**config.mk**
```make
export PLATFORM = sky130hd
export DESIGN_NAME = phy_rx
export DESIGN_NICKNAME = d
export VERILOG_FILES = /design/src/rtl/phy_rx.sv
export SDC_FILE = /design/constraint.sdc
export NUM_CORES = 1
export LEC_CHECK = 0
export CAP_MARGIN = 20
export CELL_PAD_IN_SITES_DETAIL_PLACEMENT = 1
export CELL_PAD_IN_SITES_GLOBAL_PLACEMENT = 2
export CORE_MARGIN = 4
export CORE_UTILIZATION = 35
export CTS_CLUSTER_SIZE = 20
export DETAILED_ROUTE_END_ITERATION = 16
export HOLD_SLACK_MARGIN = 0.02
export PLACE_DENSITY_LB_ADDON = 0.1
export SYNTH_ARGS = -nofsm -noshare
export SYNTH_HDL_FRONTEND = slang
export SYNTH_SLANG_ARGS = --single-unit
```
**constraint.sdc**
```tcl
create_clock -name clk_32f -period 2.2 [get_ports clk_32f]
set_clock_uncertainty 0.15 [all_clocks]
set_input_delay 0.44 -clock clk_32f [delete_from_list [all_inputs] [get_ports clk_32f]]
set_output_delay 0.44 -clock clk_32f [all_outputs]
set_load 0.01 [all_outputs]
```
**src/rtl/phy_rx.sv**
```systemverilog
// phy_rx: serial byte-aligning receiver.
// Shifts one bit per clk_32f edge, locks byte alignment on COMMA bytes
// (SEARCH -> SYNC -> ACTIVE), then packs data bytes into four lanes and
// publishes them together. Commas in ACTIVE are idles.
// Optional feature: define PHY_RX_ERR_CNT_EN to add the saturating err_cnt output.
module phy_rx #(
   parameter logic [7:0] COMMA       = 8'hBC,
   parameter int         SYNC_COMMAS = 2
) (
   input  logic       clk_32f,
   input  logic       rst,
   input  logic       serial_in,
   output logic [7:0] out0,
   output logic [7:0] out1,
   output logic [7:0] out2,
   output logic [7:0] out3,
   output logic       valid_out0,
   output logic       valid_out1,
   output logic       valid_out2,
   output logic       valid_out3,
   output logic       active,
   output logic       err
`ifdef PHY_RX_ERR_CNT_EN
   ,
   output logic [7:0] err_cnt
`endif
);

   typedef enum logic [1:0] {SEARCH = 2'd0, SYNC = 2'd1, ACTIVE = 2'd2} state_t;

   localparam logic [7:0] SYNC_N = 8'(SYNC_COMMAS);

   state_t     state_q, state_d;
   logic [7:0] sr_q, sr_d;
   logic [2:0] bit_cnt_q, bit_cnt_d;
   logic [1:0] lane_q, lane_d;
   logic [7:0] comma_cnt_q, comma_cnt_d;
   logic [7:0] buf0_q, buf0_d, buf1_q, buf1_d, buf2_q, buf2_d, buf3_q, buf3_d;
   logic [7:0] out0_q, out0_d, out1_q, out1_d, out2_q, out2_d, out3_q, out3_d;
   logic       valid_q, valid_d;
   logic       publish_q, publish_d;
   logic       active_q, active_d;
   logic       err_q, err_d;
   logic       byte_done, is_comma;

   // Next-state, alignment and lane-packing logic.
   always_comb begin
      state_d     = state_q;
      sr_d        = {sr_q[6:0], serial_in};
      bit_cnt_d   = bit_cnt_q + 3'd1;
      lane_d      = lane_q;
      comma_cnt_d = comma_cnt_q;
      buf0_d      = buf0_q;
      buf1_d      = buf1_q;
      buf2_d      = buf2_q;
      buf3_d      = buf3_q;
      out0_d      = out0_q;
      out1_d      = out1_q;
      out2_d      = out2_q;
      out3_d      = out3_q;
      valid_d     = valid_q;
      publish_d   = 1'b0;
      err_d       = 1'b0;
      // A byte completes on the edge where the counter sits at 7; the
      // completed byte is the value being shifted in this edge.
      byte_done   = (bit_cnt_q == 3'd7);
      is_comma    = (sr_d == COMMA);

      // Group captured last edge is presented one edge after lane 3 completes.
      if (publish_q) begin
         out0_d  = buf0_q;
         out1_d  = buf1_q;
         out2_d  = buf2_q;
         out3_d  = buf3_q;
         valid_d = 1'b1;
      end

      case (state_q)
         SEARCH: begin
            // Commas are checked at every bit offset; a hit fixes the boundary.
            if (is_comma) begin
               bit_cnt_d   = 3'd0;
               comma_cnt_d = 8'd1;
               state_d     = SYNC;
            end
         end
         SYNC: begin
            if (byte_done) begin
               if (is_comma) begin
                  comma_cnt_d = comma_cnt_q + 8'd1;
                  if (comma_cnt_d >= SYNC_N) begin
                     state_d = ACTIVE;
                     lane_d  = 2'd0;
                  end
               end else begin
                  state_d     = SEARCH;
                  comma_cnt_d = 8'd0;
                  err_d       = 1'b1;
               end
            end
         end
         ACTIVE: begin
            // Off-boundary comma patterns are ignored; only byte_done matters.
            if (byte_done) begin
               if (is_comma) begin
                  err_d   = (lane_q != 2'd0);
                  lane_d  = 2'd0;
                  valid_d = 1'b0;
               end else begin
                  case (lane_q)
                     2'd0: buf0_d = sr_d;
                     2'd1: buf1_d = sr_d;
                     2'd2: buf2_d = sr_d;
                     default: begin
                        buf3_d    = sr_d;
                        publish_d = 1'b1;
                     end
                  endcase
                  lane_d = lane_q + 2'd1;
               end
            end
         end
         default: state_d = SEARCH;
      endcase

      active_d = (state_d == ACTIVE);
   end

   // State and datapath registers with synchronous reset.
   always_ff @(posedge clk_32f) begin
      if (rst) begin
         state_q     <= SEARCH;
         sr_q        <= 8'd0;
         bit_cnt_q   <= 3'd0;
         lane_q      <= 2'd0;
         comma_cnt_q <= 8'd0;
         buf0_q      <= 8'd0;
         buf1_q      <= 8'd0;
         buf2_q      <= 8'd0;
         buf3_q      <= 8'd0;
         out0_q      <= 8'd0;
         out1_q      <= 8'd0;
         out2_q      <= 8'd0;
         out3_q      <= 8'd0;
         valid_q     <= 1'b0;
         publish_q   <= 1'b0;
         active_q    <= 1'b0;
         err_q       <= 1'b0;
      end else begin
         state_q     <= state_d;
         sr_q        <= sr_d;
         bit_cnt_q   <= bit_cnt_d;
         lane_q      <= lane_d;
         comma_cnt_q <= comma_cnt_d;
         buf0_q      <= buf0_d;
         buf1_q      <= buf1_d;
         buf2_q      <= buf2_d;
         buf3_q      <= buf3_d;
         out0_q      <= out0_d;
         out1_q      <= out1_d;
         out2_q      <= out2_d;
         out3_q      <= out3_d;
         valid_q     <= valid_d;
         publish_q   <= publish_d;
         active_q    <= active_d;
         err_q       <= err_d;
      end
   end

`ifdef PHY_RX_ERR_CNT_EN
   logic [7:0] err_cnt_q, err_cnt_d;

   // Saturating count of err pulses.
   always_comb begin
      err_cnt_d = err_cnt_q;
      if (err_q && (err_cnt_q != 8'hFF)) err_cnt_d = err_cnt_q + 8'd1;
   end

   // Error counter register.
   always_ff @(posedge clk_32f) begin
      if (rst) err_cnt_q <= 8'd0;
      else     err_cnt_q <= err_cnt_d;
   end

   assign err_cnt = err_cnt_q;
`endif

   assign out0       = out0_q;
   assign out1       = out1_q;
   assign out2       = out2_q;
   assign out3       = out3_q;
   assign valid_out0 = valid_q;
   assign valid_out1 = valid_q;
   assign valid_out2 = valid_q;
   assign valid_out3 = valid_q;
   assign active     = active_q;
   assign err        = err_q;

endmodule

```
==> results <==
- The run finished with clean final reports.
- The switching power is 0.669 mW.
- Once detailed placement completed, the half-perimeter wirelength came to 6.21 mm.
- Ranked by total cell area, the synthesized netlist is headed by sky130_fd_sc_hd__dfxtp_1 50%, sky130_fd_sc_hd__mux2i_1 13%, sky130_fd_sc_hd__nor2_1 6.6%.
- After synthesis, the largest area contributor takes up 50.3% of total cell area.
- During I/O placement, the number of pins put on the boundary was 41.
- The number of warnings reported in the yosys synthesis log is 0.
- The share of final-layout standard cells stronger than drive strength 1 is 12.1%.
- The most common cell in the synthesized netlist is sky130_fd_sc_hd__dfxtp_1.
- Once detail routing completed, the nets flagged for antenna violations numbered 0.
- The global-route total usage across every layer is 15.6%.
- The worst-case clock buffer depth is 2.
- The worst hold margin is 0.279 ns.
- For the pin with the worst max-slew slack, the measured transition is 0.504 ns.
- The total power divided by cell area is 620 nW/um^2.
- Tracing the worst setup path back leads to its startpoint at serial_in.
- In this run, synthesis inferred 0 flip-flops with an integrated enable.
- Cell internal power was estimated by the tool at 2.11 mW.
- The critical path arrival is 2.23 ns.
- The area taken by flip-flops and latches is 1800 um^2.
- The total nets after synthesis is 389.
- The die outline height is 109 um.
- Relative to the synthesized area, the layout overhead comes to 24.9%.
- Row generation in the floorplan step produced 36 rows.
- Along the worst path, the maximum fanout reaches 4.
- Counting distinct cell types in the post-synthesis netlist gives 41.
- The tree is rooted in a sky130_fd_sc_hd__clkbuf_8.
- The clock reaches the later pin of the worst-skew pair after 0.36 ns.
- The initial core utilization is 36.3%.
- The clock network fraction of design power is 38.9%.
- The required time of the worst setup path is 2.34 ns.
- In this run, post-CTS repair resized a total of 0 instances.
- The worst setup path is captured at a flip-flop.
- The dominant synthesized flop cell is sky130_fd_sc_hd__dfxtp_1.
- Synthesis produced a netlist whose cell count is 374.
- Summing all multi-input logic gate instances after layout gives 1660 um^2.
- Of the available clock period, the critical path in the final layout requires 94.8%.
- The type of the worst setup path is in -> reg.
- The tree built by TritonCTS fans out to 90 sinks.
- The number of fill cells is 1115.
- The biggest area contributor in the post-synthesis netlist is sky130_fd_sc_hd__dfxtp_1.
- The post-detailed-routing wire length is 8.59 mm.
- Clock-pin slew was measured on the worst setup and hold paths at 0.09 ns.
- The switching part of the total power is 24.1%.
- The total leakage power is 1.69 nW.
- During placement, the flow inserted port buffers numbering 40.
- After detailed routing, the average wire length per cell comes to 15.1 um.
- The vias per cell is 4.88.
- The number of optimization iterations in the first detailed-route pass is 4.
- After layout, the design draws a total of 2.78 mW.
- VDD sags by at most 0.000302 V.
- Setup repair after global routing left no endpoint under its margin.
- Once layout is complete, the cells apart from fillers number 570.
- The number of setup violations in the final report is 0.
- The number of buffers created by CTS is 9.
- The sequential fraction of design power is 59.0%.
- The die outline width is 109 um.
- The number of pins with negative max-slew slack in the final report is 0.
- The number of DRC violations after detailed-routing iteration 0 is 122.
- The depth of the CTS H-tree is 3.
- The post-placement cell count is 554.
- The total vias in the final route is 2780.
- The combined area of all synthesized cells is 3580 um^2.
- The maximum frequency from static timing analysis is 0.479 GHz.
- The async set-or-reset flop fraction in the synthesized netlist is 0%.
- A synthesized cell averages 9.58 um^2.
- The clock tree from TritonCTS is done.
- The final-stage net count is 447.
- The weighted congestion reported at the end of routability-driven placement is 0.747.
- The smallest clock period supported by the final layout is computed as 2.09 ns.
- The count of buffers added by post-CTS timing repair for setup is 0.
- The region available for standard cell placement spans 9860 um^2.
- The count of hold buffers inserted by post-cts repair is 0.
- Ranked by instance count, the synthesized netlist is headed by 90 x sky130_fd_sc_hd__dfxtp_1, 63 x sky130_fd_sc_hd__nor2_1, 48 x sky130_fd_sc_hd__mux2i_1, 25 x sky130_fd_sc_hd__a21oi_1, 23 x sky130_fd_sc_hd__nand2_1.
- The startpoint identified for the worst hold timing path is bit_cnt_q[0]$_SDFF_PP0_.
- The hold violation count in the final report is 0.
- The die covers 11900 um^2.
- The combinational cell fraction of total power is 2.1%.
- The number of antenna cells inserted is 0.
- The first global-routing pass estimated 14.4 mm of wire.
- In this run, synthesis produced a sequential element count of 90.
- The pin count of the biggest net entering global routing is 29.
- The post-detailed-route DRC marker count is 0.
- The sequential area share after synthesis is 50.3%.
- The number of global-route vias before repair is 2880.
- Across the run, the number of max-cap violations was 0.
- The total global routing overflow is 0.
- The path class of the tightest hold or removal check is reg -> reg.
- The remaining max-slew budget at the tightest pin is 66.4%.
- The startpoint identified for the worst register-to-register timing path is bit_cnt_q[0]$_SDFF_PP0_.
- The initial antenna violation count is 0.
- The sort of element at the start of the critical path is a primary input.
registers in the layout, indices dropped and copies added (netlist names):
signal,flops
out3,8
out1,8
sr_q,7
valid_out0,1
publish_q,1
out0,8
state_q,2
buf1_q,8
bit_cnt_q,3
buf0_q,8
out2,8
buf3_q,8
active,1
comma_cnt_q,8
err,1
buf2_q,8
lane_q,2
metrics by stage:
step	util (%)	TNS (ns)	setup WS (ns)	instance area, um^2
CTS	45.4	0	0.102	4470
finish	45.4	0	0.114	4480
global placement	43.5	-8.84	-0.269	4290
floorplan	-	0	0.230	3580
detailed placement	43.5	-10.04	-0.287	4290
global route	45.4	0	0.00265	4480
power groups by stage:
stage	combinational (mW)	clock [mW]	sequential, mW
floorplan	0.0307	0	1.68
global placement	0.0584	0	1.68
detailed placement	0.0592	0	1.68
CTS	0.0595	1.13	1.64
global route	0.0639	1.21	1.64
finish	0.0576	1.08	1.64
path summary, 6_finish.rpt:
check	to	slack (ns)	depth (start not counted)
setup / recovery	comma_cnt_q[1]$_SDFFE_PP0P_	0.11	6
hold / removal	bit_cnt_q[0]$_SDFF_PP0_	0.28	1
setup reg to reg	buf3_q[7]$_SDFFE_PP0P_	0.22	6
hold reg to reg	bit_cnt_q[0]$_SDFF_PP0_	0.28	1
logic make-up (layout without fill, tap and decap cells):
kind of cell / count (synthesis) / count (layout) / share of synthesized area [%]
AO/OA/AOI/OAI: 50 / 50 / 8.59
XOR/XNOR: 2 / 2 / 0.489
adder cells (fa/ha/maj): 12 / 12 / 4.19
buffers and inverters: 29 / 92 / 3.63
flip-flops: 90 / 90 / 50.3
multiplexers: 48 / 48 / 13.4
AND/OR/NAND/NOR: 143 / 143 / 19.4
critical path, stage by stage:
cell,delay [ns]
sky130_fd_sc_hd__clkdlybuf4s50_1,0.50
sky130_fd_sc_hd__nor4b_4,0.39
sky130_fd_sc_hd__nand2_4,0.09
sky130_fd_sc_hd__a211o_1,0.34
sky130_fd_sc_hd__or3_1,0.32
sky130_fd_sc_hd__a21oi_1,0.15
routing by layer:
| layer | track usage [%] | vias to the layer above | share of wire [%] | wire length (um) |
|---|---|---|---|---|
| li1 | - | 1391 | - | - |
| met3 | 4.80 | 5 | 3.6 | 307 |
| met2 | 25.4 | 45 | 46 | 3910 |
| met5 | 0 | - | 0 | 0 |
| met4 | 3.47 | 0 | 0.79 | 68 |
| met1 | 20.4 | 1339 | 50 | 4310 |
area by class of cell:
cell class              instances  area share [%]
well taps                     133            3.72
flip-flops and latches         90            40.3
clock inverters                 6            1.12
clock buffers                  10            3.07
repair buffers                 69            14.2
multi-input cells             255            37.0
inverters                       7           0.587
placed cells by master (no fill, tap or decap), drive strengths merged, types with 2 or more instances in the layout:
cell type and count:
a22oi 4, xnor2 2, nand3 16, o21ai 7, mux2i 48, nand2 24, dfxtp 90, nand3b 4
buf 30, nor2 63, and2 6, a21oi 25, ha 12, or3 5, and3 7, a311oi 2
inv 9, clkinv 3, clkbuf 10, and4 3, a31o 2, clkdlybuf4s50 39, nor2b 9, a211oi 2
Power figures use the tool's default switching activity.
